## config.mk

```make
export PLATFORM = sky130hd
export DESIGN_NAME = ctrl_sw_sequencer
export DESIGN_NICKNAME = d
export VERILOG_FILES = /design/src/rtl/ctrl_sw_sequencer.sv
export SDC_FILE = /design/constraint.sdc
export NUM_CORES = 1
export LEC_CHECK = 0
export BUFFER_PORTS_ARGS = -buffer_cell sky130_fd_sc_hd__buf_4
export CAP_MARGIN = 15
export CORE_ASPECT_RATIO = 1.5
export CORE_UTILIZATION = 44
export CTS_CLUSTER_DIAMETER = 100
export CTS_CLUSTER_SIZE = 25
export DETAILED_ROUTE_END_ITERATION = 8
export PLACE_DENSITY = 0.79
export SLEW_MARGIN = 20
export SYNTH_ARGS = -nofsm -noshare
export SYNTH_HDL_FRONTEND = slang
export SYNTH_SLANG_ARGS = --single-unit
```

## constraint.sdc

```tcl
create_clock -name user_clk -period 3.05 [get_ports user_clk]
set_clock_uncertainty 0.15 [all_clocks]
set_input_delay 0.1525 -clock user_clk [delete_from_list [all_inputs] [get_ports user_clk]]
set_output_delay 0.1525 -clock user_clk [all_outputs]
set_load 0.01 [all_outputs]
```

## src/rtl/ctrl_sw_sequencer.sv

```systemverilog
// Sync-locked arm/run/done sequencer driven by the ctrl_sw software word; outputs are 1 cycle after the input event.
// No backpressure: sync_in and ctrl_word are sampled every cycle and never stalled.
// Optional status readback (state, missed-sync count, acc_cnt) is built only when CTRL_SEQ_STATUS_EN is defined.
module ctrl_sw_sequencer #(
    parameter int CNT_W   = 16,
    parameter int RST_LEN = 4
) (
    input  logic             user_clk,
    input  logic             user_rst,
    input  logic [31:0]      ctrl_word,
    input  logic             sync_in,
    output logic             sync_out,
    output logic             acc_strobe,
    output logic             rst_out,
    output logic             armed,
    output logic             running,
    output logic [CNT_W-1:0] acc_cnt,
    output logic [31:0]      status_word
);

    typedef enum logic [1:0] {
        ST_IDLE  = 2'd0,
        ST_ARMED = 2'd1,
        ST_RUN   = 2'd2,
        ST_DONE  = 2'd3
    } state_t;

    state_t             state_q, state_d;
    logic               arm_hist_q, arm_hist_d;
    logic               srst_hist_q, srst_hist_d;
    logic               sync_out_q, sync_out_d;
    logic               acc_strobe_q, acc_strobe_d;
    logic [3:0]         rst_cnt_q, rst_cnt_d;
    logic               rst_out_q, rst_out_d;
    logic [CNT_W-1:0]   acc_cnt_q, acc_cnt_d;

    logic               arm_edge;
    logic               srst_edge;
    logic               cont;
    logic [CNT_W-1:0]   n_acc;
    logic [CNT_W-1:0]   acc_inc;
    logic               unused_ctrl;

    assign arm_edge    = ctrl_word[0] & ~arm_hist_q;
    assign srst_edge   = ctrl_word[1] & ~srst_hist_q;
    assign cont        = ctrl_word[2];
    assign n_acc       = CNT_W'(ctrl_word[31:16]);
    assign acc_inc     = acc_cnt_q + CNT_W'(1);
    assign unused_ctrl = ^ctrl_word[15:3];

    always_comb begin
        state_d      = state_q;
        acc_cnt_d    = acc_cnt_q;
        sync_out_d   = 1'b0;
        acc_strobe_d = 1'b0;
        arm_hist_d   = ctrl_word[0];
        srst_hist_d  = ctrl_word[1];

        if (srst_edge) begin
            rst_cnt_d = 4'(RST_LEN);
        end else if (rst_cnt_q != 4'd0) begin
            rst_cnt_d = rst_cnt_q - 4'd1;
        end else begin
            rst_cnt_d = rst_cnt_q;
        end
        rst_out_d = (rst_cnt_d != 4'd0);

        // Soft reset outranks every other event in the same cycle, sync_in included.
        if (srst_edge) begin
            state_d   = ST_IDLE;
            acc_cnt_d = '0;
        end else begin
            unique case (state_q)
                ST_IDLE: begin
                    if (arm_edge) state_d = ST_ARMED;
                end
                ST_ARMED: begin
                    if (sync_in) begin
                        state_d    = ST_RUN;
                        acc_cnt_d  = '0;
                        sync_out_d = 1'b1;
                    end
                end
                ST_RUN: begin
                    if (sync_in) begin
                        sync_out_d   = 1'b1;
                        acc_strobe_d = 1'b1;
                        // N_ACC of zero disables the terminal compare; the counter free-wraps.
                        if ((n_acc != '0) && (acc_inc == n_acc)) begin
                            if (cont) begin
                                acc_cnt_d = '0;
                            end else begin
                                acc_cnt_d = acc_inc;
                                state_d   = ST_DONE;
                            end
                        end else begin
                            acc_cnt_d = acc_inc;
                        end
                    end
                end
                ST_DONE: begin
                    if (arm_edge) state_d = ST_ARMED;
                end
            endcase
        end
    end

    always_ff @(posedge user_clk) begin
        // Edge history keeps tracking the word through reset, so a bit held high across release never fires.
        arm_hist_q  <= arm_hist_d;
        srst_hist_q <= srst_hist_d;
        if (user_rst) begin
            state_q      <= ST_IDLE;
            acc_cnt_q    <= '0;
            sync_out_q   <= 1'b0;
            acc_strobe_q <= 1'b0;
            rst_cnt_q    <= 4'd0;
            rst_out_q    <= 1'b0;
        end else begin
            state_q      <= state_d;
            acc_cnt_q    <= acc_cnt_d;
            sync_out_q   <= sync_out_d;
            acc_strobe_q <= acc_strobe_d;
            rst_cnt_q    <= rst_cnt_d;
            rst_out_q    <= rst_out_d;
        end
    end

    assign sync_out   = sync_out_q;
    assign acc_strobe = acc_strobe_q;
    assign rst_out    = rst_out_q;
    assign acc_cnt    = acc_cnt_q;
    assign armed      = (state_q == ST_ARMED);
    assign running    = (state_q == ST_RUN);

`ifdef CTRL_SEQ_STATUS_EN
    logic       sync_hist_q, sync_hist_d;
    logic [7:0] missed_q, missed_d;

    always_comb begin
        sync_hist_d = sync_in;
        missed_d    = missed_q;
        // Back-to-back syncs in RUN mean the ADC sync gap collapsed to one cycle.
        if (srst_edge) begin
            missed_d = 8'd0;
        end else if (sync_in && sync_hist_q && (state_q == ST_RUN) && (missed_q != 8'hFF)) begin
            missed_d = missed_q + 8'd1;
        end
    end

    always_ff @(posedge user_clk) begin
        if (user_rst) begin
            sync_hist_q <= 1'b0;
            missed_q    <= 8'd0;
        end else begin
            sync_hist_q <= sync_hist_d;
            missed_q    <= missed_d;
        end
    end

    assign status_word = {state_q, 6'b0, missed_q, 16'(acc_cnt_q)};
`else
    assign status_word = 32'h0;
`endif

endmodule

```

==> impl_metrics.env <==
export IMPL_clkPwrFrac_pct=19.8
export IMPL_syn_cell_area_um2=2210
export IMPL_yosysWarnings=0
export IMPL_powerDensity_nw_per_um2=374
export IMPL_finalCriticalPeriod_ns=3.00
export IMPL_synth_distinct_cells=52
export IMPL_die_x_um=59.9
export IMPL_power_switching_mw=0.392
export IMPL_grt_max_degree=17
export IMPL_max_freq_mhz=334
export IMPL_fin_ws_ns=0.0546
export IMPL_dieHeight_um=88.9
export IMPL_globalRouteMet1Util_pct=24.3
export IMPL_post_route_drc_count=0
export IMPL_core_um2=4850
export IMPL_drv_slew=0
export IMPL_grtUsageMet2_pct=39.8
export IMPL_rows=31
export IMPL_cp_start_kind="register"
export IMPL_cts_clk_slew_worst_paths_ns=0.10
export IMPL_path_cells="ha_4 > nand3_4 > or4_4 > xnor2_2 > or4b_1 > or4_4 > buf_6 > a31oi_1 > a31oi_1"
export IMPL_placed_area_um2=2700
export IMPL_setup_violations=0
export IMPL_vias=2282
export IMPL_postSynthCellCount=285
export IMPL_yosysTopAreaCellShare_pct=24.4
export IMPL_fin_crit_sh_pct=98.2
export IMPL_final_hold_viol_count=0
export IMPL_status="completed"
export IMPL_ant_nets=0
export IMPL_worstPathRequired_ns=3.05
export IMPL_vias_per_cell=5.42
export IMPL_p_sw_share_pct=36.4
export IMPL_critPathMaxFanout=12
export IMPL_antennaDiodeCount=0
export IMPL_ys_flop_type="dfxtp_1"
export IMPL_avgSynthCellArea_um2=7.77
export IMPL_p_leak_nw=1.21
export IMPL_critPathArrivalTime_ns=3.00
export IMPL_cts_tree="built"
export IMPL_drt_first_pass_iters=4
export IMPL_cts_root_buf="clkbuf_8"
export IMPL_drv_cap=0
export IMPL_crit_path_end_kind="register"
export IMPL_grt_total_usage_pct=22.0
export IMPL_post_drt_wl_per_cell_um=13.6
export IMPL_grt_pass1_wl_um=9010
export IMPL_drt_total_wl_um=5740
export IMPL_seqPwrFrac_pct=40.0
export IMPL_grt_pass1_vias=2122
export IMPL_cts_sinks=27
export IMPL_cpPeakStageDelay_ns=0.55
export IMPL_cts_buffers=3
export IMPL_crit_family="simple AND/OR/NAND/NOR gates"
export IMPL_synth_top_cell_by_area="dfxtp_1"
export IMPL_synth_edf_count=0
export IMPL_layout_drive_gt1_share_pct=29.0
export IMPL_hpwl_um=4430
export IMPL_ios=88
export IMPL_grt_use_met3_pct=2.32
export IMPL_grt_busiest_layer="met2"
export IMPL_drt_iter0_markers=93
export IMPL_clockBufferDepth=2
export IMPL_pre_cts_slack_ns=-0.125
export IMPL_initial_core_util_pct=45.7
export IMPL_ys_ff_latch=27
export IMPL_synth_seq_area_share_pct=24.4
export IMPL_path_buf_inv=1
export IMPL_vdd_drop_max_mv=0.307
export IMPL_critPathSlowestCell="or4_4"
export IMPL_synthArstFlopShare_pct=0
export IMPL_nets=396
export IMPL_netlist_top_cells_area="dfxtp_1, buf_4, xnor2_1"
export IMPL_path_class="register to register"
export IMPL_place_congestion=0.946
export IMPL_power_frac_comb_pct=40.3
export IMPL_fillerInstances=439
export IMPL_grt_ovfl_total=0
export IMPL_area_delta_synth_final_pct=30.0
export IMPL_grt_antenna_before_repair=0
export IMPL_final_cell_area_um2=2880
export IMPL_portBuffers=42
export IMPL_rsz0062_at_grt="true"
export IMPL_internal_power_mw=0.684
export IMPL_hold_class="primary input to register"
export IMPL_worst_skew_pair_late_latency_ns=0.28
export IMPL_die_area_um2=5330
export IMPL_htree_num_levels=1
export IMPL_final_core_util_pct=59.4
-- state kept, by name, indices dropped and copies added (netlist names) --
name,cells
rst_out,1
srst_hist_q,1
arm_hist_q,1
acc_strobe,1
acc_cnt,16
state_q,2
sync_out,1
rst_cnt_q,4
-- worst register-to-register path, stage by stage, from the launching register on --
cell,delay [ns]
dfxtp_4,0.40
ha_4,0.16
nand3_4,0.08
or4_4,0.55
xnor2_2,0.16
or4b_1,0.50
or4_4,0.45
buf_6,0.17
a31oi_1,0.19
a31oi_1,0.07
-- repair_timing --
action                                 4_1_cts  5_1_grt
setup endpoints to repair                   14       16
setup buffers                                0        2
hold buffers                                 4        0
pin swaps                                    0        1
resized for setup                            4       13
endpoints found under the hold margin        5        0
-- path summary, 6_finish.rpt --
kind / start / endpoint / slack [ns] / cells after the start
setup / recovery: acc_cnt[0]$_SDFFE_PP0P_ / acc_cnt[6]$_SDFFE_PP0P_ / 0.05 / 9
hold / removal: ctrl_word[2] / acc_cnt[0]$_SDFFE_PP0P_ / 0.15 / 4
setup reg to reg: acc_cnt[0]$_SDFFE_PP0P_ / acc_cnt[6]$_SDFFE_PP0P_ / 0.05 / 9
hold reg to reg: acc_cnt[1]$_SDFFE_PP0P_ / acc_cnt[1]$_SDFFE_PP0P_ / 0.38 / 2
-- routing by layer --
metal,vias up,part of all wire [%],wire length (um)
met2,84,51,2950
li1,1106,-,-
met1,1071,41,2370
met5,-,0,0
met4,0,3.6,208
met3,21,3.8,216
-- power groups by stage --
stage | clock [mW] | combinational [mW] | sequential [mW]
final | 0.213 | 0.433 | 0.430
after global routing | 0.229 | 0.485 | 0.438
after CTS | 0.216 | 0.424 | 0.429
after detailed placement | 0 | 0.417 | 0.437
after global placement | 0 | 0.401 | 0.436
after floorplan | 0 | 0.310 | 0.436
-- kinds of logic (layout without fill, tap and decap cells) --
kind of cell / Yosys count / count (layout) / share of synthesized area, %
AND/OR/NAND/NOR: 120 / 120 / 31.4
buffers and inverters: 58 / 97 / 16.0
AO/OA/AOI/OAI: 51 / 51 / 16.2
flip-flops: 27 / 27 / 24.4
XOR/XNOR: 23 / 23 / 9.10
adder cells (fa/ha/maj): 5 / 5 / 2.82
other: 1 / 32 / 0.169
-- cell type report --
type / instances / area [um2] / area share [%]
Multi-Input combinational cell: 231 / 1510 / 52.5
Clock inverter: 1 / 7.51 / 0.261
Sequential cell: 27 / 551 / 19.1
Inverter: 11 / 41.3 / 1.43
Tap cell: 66 / 82.6 / 2.87
Clock buffer: 3 / 41.3 / 1.43
Timing Repair Buffer: 82 / 644 / 22.4
-- synth_stat cells (2+ instances only) --
cell type / n
o21a_1: 2
nor2_1: 12
o2111ai_1: 6
buf_2: 7
and4_1: 3
nand2b_1: 10
and2_1: 3
nand3b_1: 5
buf_1: 2
xnor2_1: 14
a31oi_1: 10
nor4_1: 6
buf_4: 32
xor2_1: 9
ha_1: 5
or3_1: 2
a41oi_1: 2
nand3_1: 16
a2111oi_0: 2
o211ai_1: 4
or4_1: 3
a21oi_1: 6
o21ai_0: 7
dfxtp_1: 27
and3_1: 6
nor2b_1: 4
clkbuf_1: 5
nor3_1: 5
inv_1: 11
o22ai_1: 3
nand4_1: 8
nor4b_1: 2
o31ai_1: 2
nand2_1: 26
-- per-stage QoR --
step / setup TNS (ns) / hold slack [ns] / power (mW) / cells
4_1_cts: 0 / 0.144 / 1.07 / 419
3_3_place_gp: -0.249 / 0.120 / 0.837 / 411
5_1_grt: -0.100 / 0.207 / 1.15 / 421
2_1_floorplan: 0 / 0.0302 / 0.746 / 316
3_5_place_dp: -1.00 / 0.120 / 0.854 / 411
6_report: 0 / 0.149 / 1.08 / 421
-- cell usage in the layout (no fill, tap or decap), drive strengths merged, types with 10 or more instances in the layout --
master / count
inv: 11
dfxtp: 27
nand3: 17
nor2: 12
buf: 78
nand2b: 10
xnor2: 14
conb: 32
nand2: 26
a31oi: 10
No activity file was read; power rests on OpenSTA's default activity.
